==> src/rtl/my_arb8way16_pkg.sv <==
// Shared constants, types and the round-robin index helper for the my_arb8way16 arbiter.
// The optional requester-0 priority mode is selected by the MY_ARB8WAY16_PRIO0_EN macro.
package my_arb8way16_pkg;

    localparam int N_REQ  = 8;
    localparam int DATA_W = 16;
    localparam int SEL_W  = 3;

    typedef logic [SEL_W-1:0]  idx_t;
    typedef logic [DATA_W-1:0] word_t;

    // The output stage is a single register; its occupancy is the whole FSM.
    typedef enum logic {
        EMPTY = 1'b0,
        FULL  = 1'b1
    } state_t;

    function automatic idx_t rr_next(input idx_t idx);
        return idx + idx_t'(1);
    endfunction

endpackage

==> src/rtl/my_mux8way16.sv <==
// 8-way 16-bit word multiplexer: out is the input selected by sel.
module my_mux8way16
    import my_arb8way16_pkg::*;
(
    input  logic [DATA_W-1:0] in0,
    input  logic [DATA_W-1:0] in1,
    input  logic [DATA_W-1:0] in2,
    input  logic [DATA_W-1:0] in3,
    input  logic [DATA_W-1:0] in4,
    input  logic [DATA_W-1:0] in5,
    input  logic [DATA_W-1:0] in6,
    input  logic [DATA_W-1:0] in7,
    input  logic [SEL_W-1:0]  sel,
    output logic [DATA_W-1:0] out
);

    always_comb begin
        // NOTE: every always_comb output gets a default first so no path can infer a latch.
        out = in0;
        case (sel)
            3'd1:    out = in1;
            3'd2:    out = in2;
            3'd3:    out = in3;
            3'd4:    out = in4;
            3'd5:    out = in5;
            3'd6:    out = in6;
            3'd7:    out = in7;
            default: out = in0;
        endcase
    end

endmodule

==> src/rtl/my_arb8way16.sv <==
// Round-robin arbiter sharing one 8-way 16-bit mux among eight valid/ready requesters,
// with a one-entry registered output stage. Define MY_ARB8WAY16_PRIO0_EN for strict requester-0 priority.
module my_arb8way16
    import my_arb8way16_pkg::*;
#(
    parameter idx_t PTR_RESET = 3'd0
) (
    input  logic              clk,
    input  logic              reset,
    input  logic [DATA_W-1:0] in_data0,
    input  logic [DATA_W-1:0] in_data1,
    input  logic [DATA_W-1:0] in_data2,
    input  logic [DATA_W-1:0] in_data3,
    input  logic [DATA_W-1:0] in_data4,
    input  logic [DATA_W-1:0] in_data5,
    input  logic [DATA_W-1:0] in_data6,
    input  logic [DATA_W-1:0] in_data7,
    input  logic [N_REQ-1:0]  in_valid,
    output logic [N_REQ-1:0]  in_ready,
    output logic [DATA_W-1:0] out_data,
    output logic [SEL_W-1:0]  out_src,
    output logic              out_valid,
    input  logic              out_ready,
    output logic              busy
);

    state_t state_q, state_d;
    idx_t   ptr_q;
    idx_t   gnt_idx;
    logic   ptr_adv;
    logic   any_req;
    logic   load;
    logic   accept;
    word_t  mux_word;

    assign any_req = |in_valid;

    // Grant: first requesting index at or after ptr, wrapping modulo 8.
    always_comb begin
        idx_t cand;
        logic found;
        gnt_idx = ptr_q;
        ptr_adv = 1'b1;
        found   = 1'b0;
        cand    = ptr_q;
        for (int k = 0; k < N_REQ; k++) begin
            cand = ptr_q + idx_t'(k);
            if (!found && in_valid[cand]) begin
                gnt_idx = cand;
                found   = 1'b1;
            end
        end
`ifdef MY_ARB8WAY16_PRIO0_EN
        // Requester 0 overrides the rotation and leaves the pointer where it was.
        if (in_valid[0]) begin
            gnt_idx = '0;
            ptr_adv = 1'b0;
        end
`endif
    end

    my_mux8way16 u_mux (
        .in0 (in_data0),
        .in1 (in_data1),
        .in2 (in_data2),
        .in3 (in_data3),
        .in4 (in_data4),
        .in5 (in_data5),
        .in6 (in_data6),
        .in7 (in_data7),
        .sel (gnt_idx),
        .out (mux_word)
    );

    // State register.
    always_ff @(posedge clk) begin
        // NOTE: sequential state uses non-blocking assignments so all flops update together.
        if (reset) begin
            state_q <= EMPTY;
        end else begin
            state_q <= state_d;
        end
    end

    // Next-state logic.
    always_comb begin
        state_d = state_q;
        case (state_q)
            EMPTY:   state_d = any_req ? FULL : EMPTY;
            FULL:    state_d = (out_ready && !any_req) ? EMPTY : FULL;
            default: state_d = EMPTY;
        endcase
    end

    // Output logic.
    always_comb begin
        out_valid = (state_q == FULL);
        load      = !out_valid || out_ready;
        accept    = load && any_req;
        busy      = out_valid || any_req;
        in_ready  = '0;
        if (accept && !reset) begin
            in_ready[gnt_idx] = 1'b1;
        end
    end

    // Output word, source tag and round-robin pointer.
    always_ff @(posedge clk) begin
        if (reset) begin
            ptr_q    <= PTR_RESET;
            out_data <= '0;
            out_src  <= '0;
        end else if (accept) begin
            out_data <= mux_word;
            out_src  <= gnt_idx;
            if (ptr_adv) begin
                ptr_q <= rr_next(gnt_idx);
            end
        end
    end

endmodule

==> config.mk <==
export PLATFORM = sky130hd
export DESIGN_NAME = my_arb8way16
export DESIGN_NICKNAME = d
export VERILOG_FILES = /design/src/rtl/my_arb8way16_pkg.sv /design/src/rtl/my_mux8way16.sv /design/src/rtl/my_arb8way16.sv
export SDC_FILE = /design/constraint.sdc
export NUM_CORES = 1
export LEC_CHECK = 0
export ABC_AREA = 1
export BUFFER_PORTS_ARGS = -buffer_cell sky130_fd_sc_hd__buf_4
export CAP_MARGIN = 20
export CORE_MARGIN = 3
export CORE_UTILIZATION = 50
export DETAILED_ROUTE_END_ITERATION = 7
export PLACE_DENSITY = 0.95
export SETUP_SLACK_MARGIN = 0.4
export SYNTH_ARGS = -nofsm -noshare
export SYNTH_HDL_FRONTEND = slang
export SYNTH_HIERARCHICAL = 1
export SYNTH_SLANG_ARGS = --single-unit
==> constraint.sdc <==
create_clock -name clk -period 5.3 [get_ports clk]
set_input_delay 1.06 -clock clk [delete_from_list [all_inputs] [get_ports clk]]
set_output_delay 1.06 -clock clk [all_outputs]
set_load 0.01 [all_outputs]
# ---- Yosys cells after proc, flatten, opt, wreduce, memory -nomap -nowiden
# Cells that the tools add are included.
# W data, S select, Z words.
dict set report op_classes {
  addsub 8
  n_lt_le_gt_ge 10
  n_eq_ne 7
  mux 37
  bitwise_logic 1
  n_reduce_logical 24
}
# op n
set op_table {}
lappend op_table {{$pmux W16 S7} 1}
lappend op_table {{$lt A3 B4 Y1 const B} 9}
lappend op_table {{$bmux W1 S3} 8}
lappend op_table {{$mux W3} 7}
lappend op_table {{$mux W1} 18}
lappend op_table {{$add A3 B3 Y3 const B} 4}
lappend op_table {{$eq A3 B3 Y1 const B} 4}
lappend op_table {{$logic_and A1 B1 Y1} 11}
lappend op_table {{$logic_not A1 Y1} 10}
lappend op_table {{$mux W8} 1}
lappend op_table {{$reduce_or A8 Y1} 1}
lappend op_table {{$add A3 B1 Y3 const B} 2}
lappend op_table {{$add A3 B2 Y3 const B} 2}
lappend op_table {{$eq A3 B2 Y1 const B} 2}
lappend op_table {{$demux W1 S3} 1}
lappend op_table {{$eq A3 B1 Y1 const B} 1}
lappend op_table {{$ge A3 B1 Y1 const B} 1}
lappend op_table {{$logic_or A1 B1 Y1} 2}
lappend op_table {{$pmux W1 S2} 1}
lappend op_table {{$not A1 Y1} 1}
dict set report word_totals {
  regBits 23
  output_inout_bits 29
}

# ---- Logic depth before layout (Yosys ltp)
# Gate-level depths: netlist of the first run.
dict set report depth {
  ltp_word 29
  mapped_depth 27
  mapped_depth_nobuf 24
}

# ---- Hierarchy
# The synthesis of the first run kept the hierarchy.
# module n_inst cells_per_inst area_per_inst_um2 seq_area_each_um2
set by_module_without_submodules {}
lappend by_module_without_submodules {my_arb8way16 1 246 1729.2 460.4}
lappend by_module_without_submodules {my_mux8way16 1 275 1385.1 0.0}

# ---- Least setup slack after synthesis of the first run
# No wires, ideal clock.
dict set report synth_path {
  path_kind {input port to output port}
  startpoint {in in_valid[7]}
  endpoint {out in_ready[1]}
  arrival_ns 2.478
  required_time_ns 4.240
  setup_slack_ns 1.762
  path_stages 13
  path_buffers 0
  path_cell_list {nand2_1 > nand3_1 > nand2_1 > nand2_1 > nand2_4 > nand3_4 > nor2_8 > nand4_2 > clkinv_2 > nand2_1 > nand2_2 > nand2_1 > nor2_1}
}
dict set report synth_via {
  elab_chain_cells 29
}
# item line
set synth_lines {}
lappend synth_lines {{start, declared} my_arb8way16.sv:18} ;# input logic [N_REQ-1:0] in_valid,
lappend synth_lines {{$bmux W1 S3} my_arb8way16.sv:48} ;# if (!found && in_valid[cand]) begin
lappend synth_lines {{$mux W1 (implied by the code)} my_arb8way16.sv:48}
lappend synth_lines {{$mux W1} my_arb8way16.sv:48}
lappend synth_lines {{$logic_not A1 Y1} my_arb8way16.sv:48}
lappend synth_lines {{$logic_and A1 B1 Y1} my_arb8way16.sv:48}
lappend synth_lines {{$mux W1} my_arb8way16.sv:48}
lappend synth_lines {{$logic_not A1 Y1} my_arb8way16.sv:48}
lappend synth_lines {{$logic_and A1 B1 Y1} my_arb8way16.sv:48}
lappend synth_lines {{[14 not listed]} -}
lappend synth_lines {{$logic_and A1 B1 Y1} my_arb8way16.sv:48}
lappend synth_lines {{$mux W3 (*)} my_arb8way16.sv:48}
lappend synth_lines {{net gnt_idx[0]} my_arb8way16.sv:29} ;# idx_t gnt_idx;
lappend synth_lines {{$lt A3 B4 Y1 (implied by the code) / $ge A3 B1 Y1 (equally long branches)} my_arb8way16.sv:103} ;# in_ready[gnt_idx] = 1'b1;
lappend synth_lines {{$logic_and A1 B1 Y1 (implied by the code)} my_arb8way16.sv:103}
lappend synth_lines {{$mux W1 (implied by the code)} my_arb8way16.sv:103}
lappend synth_lines {{$demux W1 S3 (*)} my_arb8way16.sv:103}
lappend synth_lines {{$mux W8 (*)} my_arb8way16.sv:102} ;# if (accept && !reset) begin
lappend synth_lines {{end, declared} my_arb8way16.sv:19} ;# output logic [N_REQ-1:0] in_ready,
# The timed path passes the listed nets; every way through them passes the cells marked *. The select of a mux whose other input is x is not followed.

# ---- Final worst setup path of the first run
dict set report layout_path {
  startpoint {reg ptr_q[1]}
  endpoint {out in_ready[2]}
}
dict set report layout_via {
  elab_chain_cells 29
}
# item line
set layout_lines {}
lappend layout_lines {{start, declared} my_arb8way16.sv:28} ;# idx_t ptr_q;
lappend layout_lines {{start signal, assigned} my_arb8way16.sv:117} ;# ptr_q <= rr_next(gnt_idx);
lappend layout_lines {{parallel branches: the longest is 23 deep, another holds $add A3 B1 Y3} -}
lappend layout_lines {{$mux W3 (*)} my_arb8way16.sv:48}
lappend layout_lines {{net gnt_idx[1]} my_arb8way16.sv:29}
lappend layout_lines {{$lt A3 B4 Y1 (implied by the code) / $ge A3 B1 Y1 (equally long branches)} my_arb8way16.sv:103}
lappend layout_lines {{$logic_and A1 B1 Y1 (implied by the code)} my_arb8way16.sv:103}
lappend layout_lines {{$mux W1 (implied by the code)} my_arb8way16.sv:103}
lappend layout_lines {{$demux W1 S3 (*)} my_arb8way16.sv:103}
lappend layout_lines {{$mux W8 (*)} my_arb8way16.sv:102}
# Mark *: on every way through the listed nets, which the timed path passes. The select of a mux whose other input is x is not followed.

==> impl_metrics.py, run 1 <==
metrics = {
    "outcome": {
        "status": "completed",
    },
    "final_layout": {
        "fillers": 496,
        "diodes": 0,
        "drive_gt1_share_pct": 35.4,
        "area_growth_syn_to_layout_pct": 37.8,
        "fin_nets": 803,
    },
    "grt": {
        "grt_pass1_wl_mm": 18.4,
        "grt_remaining_overflow": 0,
        "antenna_found_initial": 0,
        "grt_usage_pct": 30.7,
        "grt_pass1_vias": 3769,
        "grt_max_degree": 56,
    },
    "logic_synthesis": {
        "synth-seq-cells": 23,
        "avgSynthCellArea_um2": 5.98,
        "ys.flop_type": "dfxtp_1",
        "netlist_area_um2": 3110,
        "synth_cells": 521,
        "synth_top_family_by_area": "simple AND/OR/NAND/NOR gates",
        "ys_warn_count": 6,
        "yosys.area_share.simple_pct": 63.2,
        "synth_compound_area_share_pct": 6.07,
        "async_flop_share_pct": 0,
        "synth_xor_area_share_pct": 1.61,
        "synth-edff-count": 0,
        "muxShareOfSynthArea_pct": 0,
        "synth_fa_ha_area_share_pct": 0.804,
        "ys_types": 37,
        "syn_nets": 662,
        "ys_seq_area_share_pct": 14.8,
    },
    "critical_path": {
        "path_cells": "inv_2 -> ha_1 -> inv_1 -> nand3_1 -> nand2_1 -> nand2_1 -> nand2_2 -> nand3_4 -> nor2_8 -> nand4_2 -> nor2_1 -> nor2_1 -> nand2_2 -> nand2_4 -> inv_6 -> nand2_2 -> nor3_2 -> buf_4",
        "cp.buffers_inverters": 4,
        "max_stage_delay_ps": 510,
        "cp_max_fo": 55,
        "worstSetupStartpointType": "flop",
        "cpMostUsedCell": "nand2_2",
        "critPathKind": "reg2out",
        "cpMaxStageDelayCell": "dfxtp_2",
        "end_kind": "output port",
        "critPathArrivalTime_ps": 3500,
        "crit_required_ps": 4240,
        "crit_family": "simple AND/OR/NAND/NOR gates",
    },
    "clock_tree": {
        "cts_made_buffers": 3,
        "cts_sinks": 23,
        "clk_path_buf_depth": 2,
        "post_cts_resize_count": 0,
        "clkLatencyLatePin_ps": 260,
        "htree_levels": 1,
        "cts_setup_buffers": 0,
        "root_buffer": "clkbuf_8",
        "cts_tree": "yes",
        "cts_hold_buf": 0,
        "path_clk_slew_ps": 80,
    },
    "sta": {
        "hold_viol_final": 0,
        "fin_tns_setup_ps": 0,
        "finalClockSkew_ps": 3.30,
        "maxSlewViolCount": 0,
        "max_freq_mhz": 219,
        "hold_ws_ps": 468,
        "slew_headroom_pct": 30.6,
        "worstMarginPinSlew_ps": 1040,
        "worst_slack_ps": 736,
        "rsz0062_at_grt": "false",
        "fin_crit_sh_pct": 86.1,
        "layout_min_cycle_time_ps": 4560,
        "setup_viol": 0,
    },
    "floorplan": {
        "dieArea_um2": 7210,
        "ioPinCount": 168,
        "die_height_um": 84.9,
        "coreArea_um2": 5990,
        "initial_core_util_pct": 52.0,
        "die_width_um": 84.9,
        "rows": 28,
    },
    "placement": {
        "post-place-ws_ps": 812,
        "gp_congestion": 0.989,
        "hpwl_mm": 9.23,
        "place.port_buffers": 167,
    },
    "route": {
        "num_vias": 4349,
        "drt_wl_total_mm": 12.1,
        "wl_per_cell_um": 16.5,
        "ant_nets": 0,
        "drt-pass1-iter-count": 5,
        "drt_iter0_drc": 429,
        "viasPerCell": 5.91,
        "drc": 0,
    },
    "job": {
        "drv_cap": 0,
    },
    "worst_hold_path": {
        "hold_class": "reg2reg",
    },
}
[tightest hold or removal path: stages, from the launching register on]
cell and delay [ps]:
dfxtp_1 320, nand2_1 60, nand2_1 40
[cell families after synthesis]
| family | Yosys count |
|---|---|
| flops | 23 |
| fa+ha+maj | 2 |
| simple gates | 390 |
| xor+xnor | 4 |
| compound gates | 24 |
| buf+inv | 78 |
[metrics by stage]
| step | utilization, % | cell area [um^2] | cells |
|---|---|---|---|
| 2_1_floorplan | - | 3110 | 521 |
| 3_3_place_gp | 70.8 | 4240 | 732 |
| 3_5_place_dp | 70.8 | 4240 | 732 |
| 4_1_cts | 71.6 | 4290 | 736 |
| 5_1_grt | 71.6 | 4290 | 736 |
| 6_report | 71.6 | 4290 | 736 |
[flip-flops by register name (all words and copies together), names as in the netlist]
register	count
ptr_q	3
out_data	16
out_src	3
out_valid	1
[synthesized netlist by cell type (all sizes together), types with 2 or more instances]
cell,instances,share of area [%]
nand2,155,21
a22o,16,4.5
clkbuf,5,0.60
nand4,69,14
nor3,2,0.84
buf,31,7.8
ha,2,0.80
nand3,90,17
nor4,2,0.40
o21ai,6,1.1
dfxtp,23,15
inv,41,5.0
xor2,2,0.80
xnor2,2,0.80
nor2,71,10
[routing by layer]
| metal | share of wire (%) | vias up | global-route usage (%) |
|---|---|---|---|
| met5 | 0 | - | 0 |
| li1 | - | 2058 | - |
| met3 | 12 | 26 | 4.85 |
| met1 | 38 | 1957 | 40.0 |
| met4 | 2.1 | 0 | 7.19 |
| met2 | 48 | 308 | 53.3 |
[placed cells by master, fill, tap and decap left out, types with 7 or more instances in the layout]
cell type and instances:
dfxtp_1 22, nor2_1 64, nand3_2 8, a22o_1 16, buf_4 172, nand2_2 19
nand3_1 80, inv_1 33, nand2_1 133, inv_2 7, nand4_1 67
[path summary, 6_finish.rpt]
check	depth (start not counted)	endpoint	slack, ps	startpoint
max	18	in_ready[2]	740	ptr_q[1]
min	2	out_src[0]	470	out_src[0]
max reg2reg	21	out_data[11]	1030	ptr_q[1]
min reg2reg	2	out_src[0]	470	out_src[0]
[final cells by class]
type	count	area, um^2	area share [%]
clock buffers	3	41.3	0.962
clock inverters	1	5.00	0.117
inverters	42	164	3.82
multi-input cells	420	2230	52.1
flip-flops and latches	23	462	10.8
well taps	75	93.8	2.19
repair buffers	172	1290	30.1
Power of run 1 is left out: the tool's default activity adds up to more than one toggle a clock period on the data nets, which glitch-free logic cannot reach.
==> run 2, diff against run 1 <==
--- a/config.mk
+++ b/config.mk
@@ -6,12 +6,12 @@
 export NUM_CORES = 1
 export LEC_CHECK = 0
 export ABC_AREA = 1
-export BUFFER_PORTS_ARGS = -buffer_cell sky130_fd_sc_hd__buf_4
 export CAP_MARGIN = 20
 export CORE_MARGIN = 3
-export CORE_UTILIZATION = 50
+export CORE_UTILIZATION = 60
 export DETAILED_ROUTE_END_ITERATION = 7
-export PLACE_DENSITY = 0.95
+export DONT_BUFFER_PORTS = 1
+export PLACE_DENSITY = 0.85
 export SETUP_SLACK_MARGIN = 0.4
 export SYNTH_ARGS = -nofsm -noshare
 export SYNTH_HDL_FRONTEND = slang
==> run 2 against run 1 <==
Maximum frequency is 2.2% higher. Global-route usage increased by 0.28 points. Highest routed layer unchanged. Core utilization is 9.9 points lower. Critical path type unchanged.
==> impl_metrics.py, run 2 (synthesis gave the netlist of run 1 again) <==
metrics = {
    "outcome": {
        "status": "completed",
    },
    "sta": {
        "rsz0062_at_grt": "false",
        "hold_viol_final": 0,
        "worstMarginPinSlew_ps": 1010,
        "layout_min_cycle_time_ps": 4470,
        "maxSlewViolCount": 0,
        "fin_tns_setup_ps": 0,
        "finalClockSkew_ps": 3.34,
        "setup_viol": 0,
        "slew_headroom_pct": 32.4,
        "max_freq_mhz": 224,
        "fin_crit_sh_pct": 84.2,
        "worst_slack_ps": 835,
    },
    "floorplan": {
        "dieArea_um2": 6090,
        "ioPinCount": 168,
        "initial_core_util_pct": 63.8,
        "die_width_um": 78.0,
        "die_height_um": 78.0,
        "rows": 25,
        "coreArea_um2": 4880,
    },
    "final_layout": {
        "area_growth_syn_to_layout_pct": -3.29,
        "layout_commonest_cell": "nand2_1",
        "diodes": 0,
        "largest_register_ffs": 16,
        "drive_gt1_share_pct": 13.2,
        "reg.largest.list": "out_data (16), out_src (3), ptr_q (3)",
        "fillers": 493,
        "fin_nets": 634,
        "top_register": "out_data",
        "final_cell_mix": "nand2_1, nand3_1, nand4_1",
    },
    "route": {
        "num_vias": 3547,
        "ant_nets": 0,
        "drt_iter0_drc": 334,
        "drc": 0,
        "wl_per_cell_um": 18.2,
        "viasPerCell": 6.35,
        "drt_wl_total_mm": 10.2,
        "drt-pass1-iter-count": 6,
    },
    "clock_tree": {
        "post_cts_resize_count": 0,
        "cts_hold_buf": 0,
        "root_buffer": "clkbuf_8",
        "cts_setup_buffers": 0,
        "cts_sinks": 23,
        "cts_made_buffers": 3,
        "cts_tree": "yes",
        "path_clk_slew_ps": 80,
        "clkLatencyLatePin_ps": 260,
        "clk_path_buf_depth": 2,
        "htree_levels": 1,
    },
    "grt": {
        "grt_max_degree": 56,
        "grt_pass1_wl_mm": 15.4,
        "grt_usage_pct": 31.0,
        "grt_pass1_vias": 3228,
        "antenna_found_initial": 0,
        "grt_remaining_overflow": 0,
    },
    "critical_path": {
        "cp_max_fo": 19,
        "max_stage_delay_ps": 500,
        "cpMaxStageDelayCell": "dfxtp_2",
        "crit_required_ps": 4240,
        "critPathArrivalTime_ps": 3410,
        "critPathKind": "reg2out",
        "cpMostUsedCell": "nand2_1",
        "path_cells": "inv_2 -> ha_1 -> inv_1 -> nand3_1 -> nand2_1 -> nand2_1 -> nand2_2 -> nand3_4 -> inv_1 -> nand2_1 -> nand2_1 -> nand2_1 -> nand2_1 -> nand3_1 -> nand2_2 -> nand2_1 -> nor2_1",
        "end_kind": "output port",
        "worstSetupStartpointType": "flop",
    },
    "job": {
        "drv_cap": 0,
    },
    "placement": {
        "post-place-ws_ps": 878,
        "hpwl_mm": 7.68,
        "gp_congestion": 0.991,
        "place.port_buffers": 0,
    },
    "worst_hold_path": {
        "hold_class": "reg2reg",
    },
}
==> run 2: cell count changes in the layout (fill, tap and decap cells not counted) <==
| cell | change |
|---|---|
| dfxtp_2 | +1 |
| dfxtp_1 | -1 |
| clkinv_2 | -1 |
| buf_4 | -169 |
| clkbuf_1 | +1 |
==> run 2: cell type report <==
class                   instances  area (um^2)  area share, %
inverters                      42          164           5.44
flip-flops and latches         23          463           15.4
well taps                      67         83.8           2.78
multi-input cells             420         2230           74.2
clock buffers                   4         45.0           1.50
repair buffers                  3         22.5          0.748
==> run 2: worst paths after layout <==
path	start	end	slack, ps	cells past startpoint
min reg2reg	out_src[2]	out_src[2]	510	2
max	ptr_q[0]	in_ready[7]	830	17
max reg2reg	ptr_q[0]	out_data[1]	1180	22
min	out_src[2]	out_src[2]	510	2
==> run 2: through the flow <==
step                utilization, %  cells  cell area, um^2  hold slack [ps]
finish                        61.7    559             3010              508
global route                  61.7    559             3010              534
CTS                           61.6    559             3010              508
detailed placement            60.7    555             2960              496
global placement              60.7    555             2960              492
floorplan                        -    521             3110              476
==> run 2: critical path, delay by kind of cell, from the launching register on <==
family	cells	cell delay (ps)
AND/OR/NAND/NOR	13	1740
flip-flops	1	500
buffers and inverters	3	480
adder cells (fa/ha/maj)	1	420
==> run 2: metal layers <==
metal  GRT usage [%]  part of all wire [%]  vias to the layer above  wire (um)
li1                -                     -                     1713          -
met1            35.2                    36                     1596       3660
met2            57.4                    52                      216       5240
met3            6.88                    10                       22       1040
met4            9.44                   2.2                        0        223
met5               0                     0                        -          0
Power of run 2 is left out for the same reason.
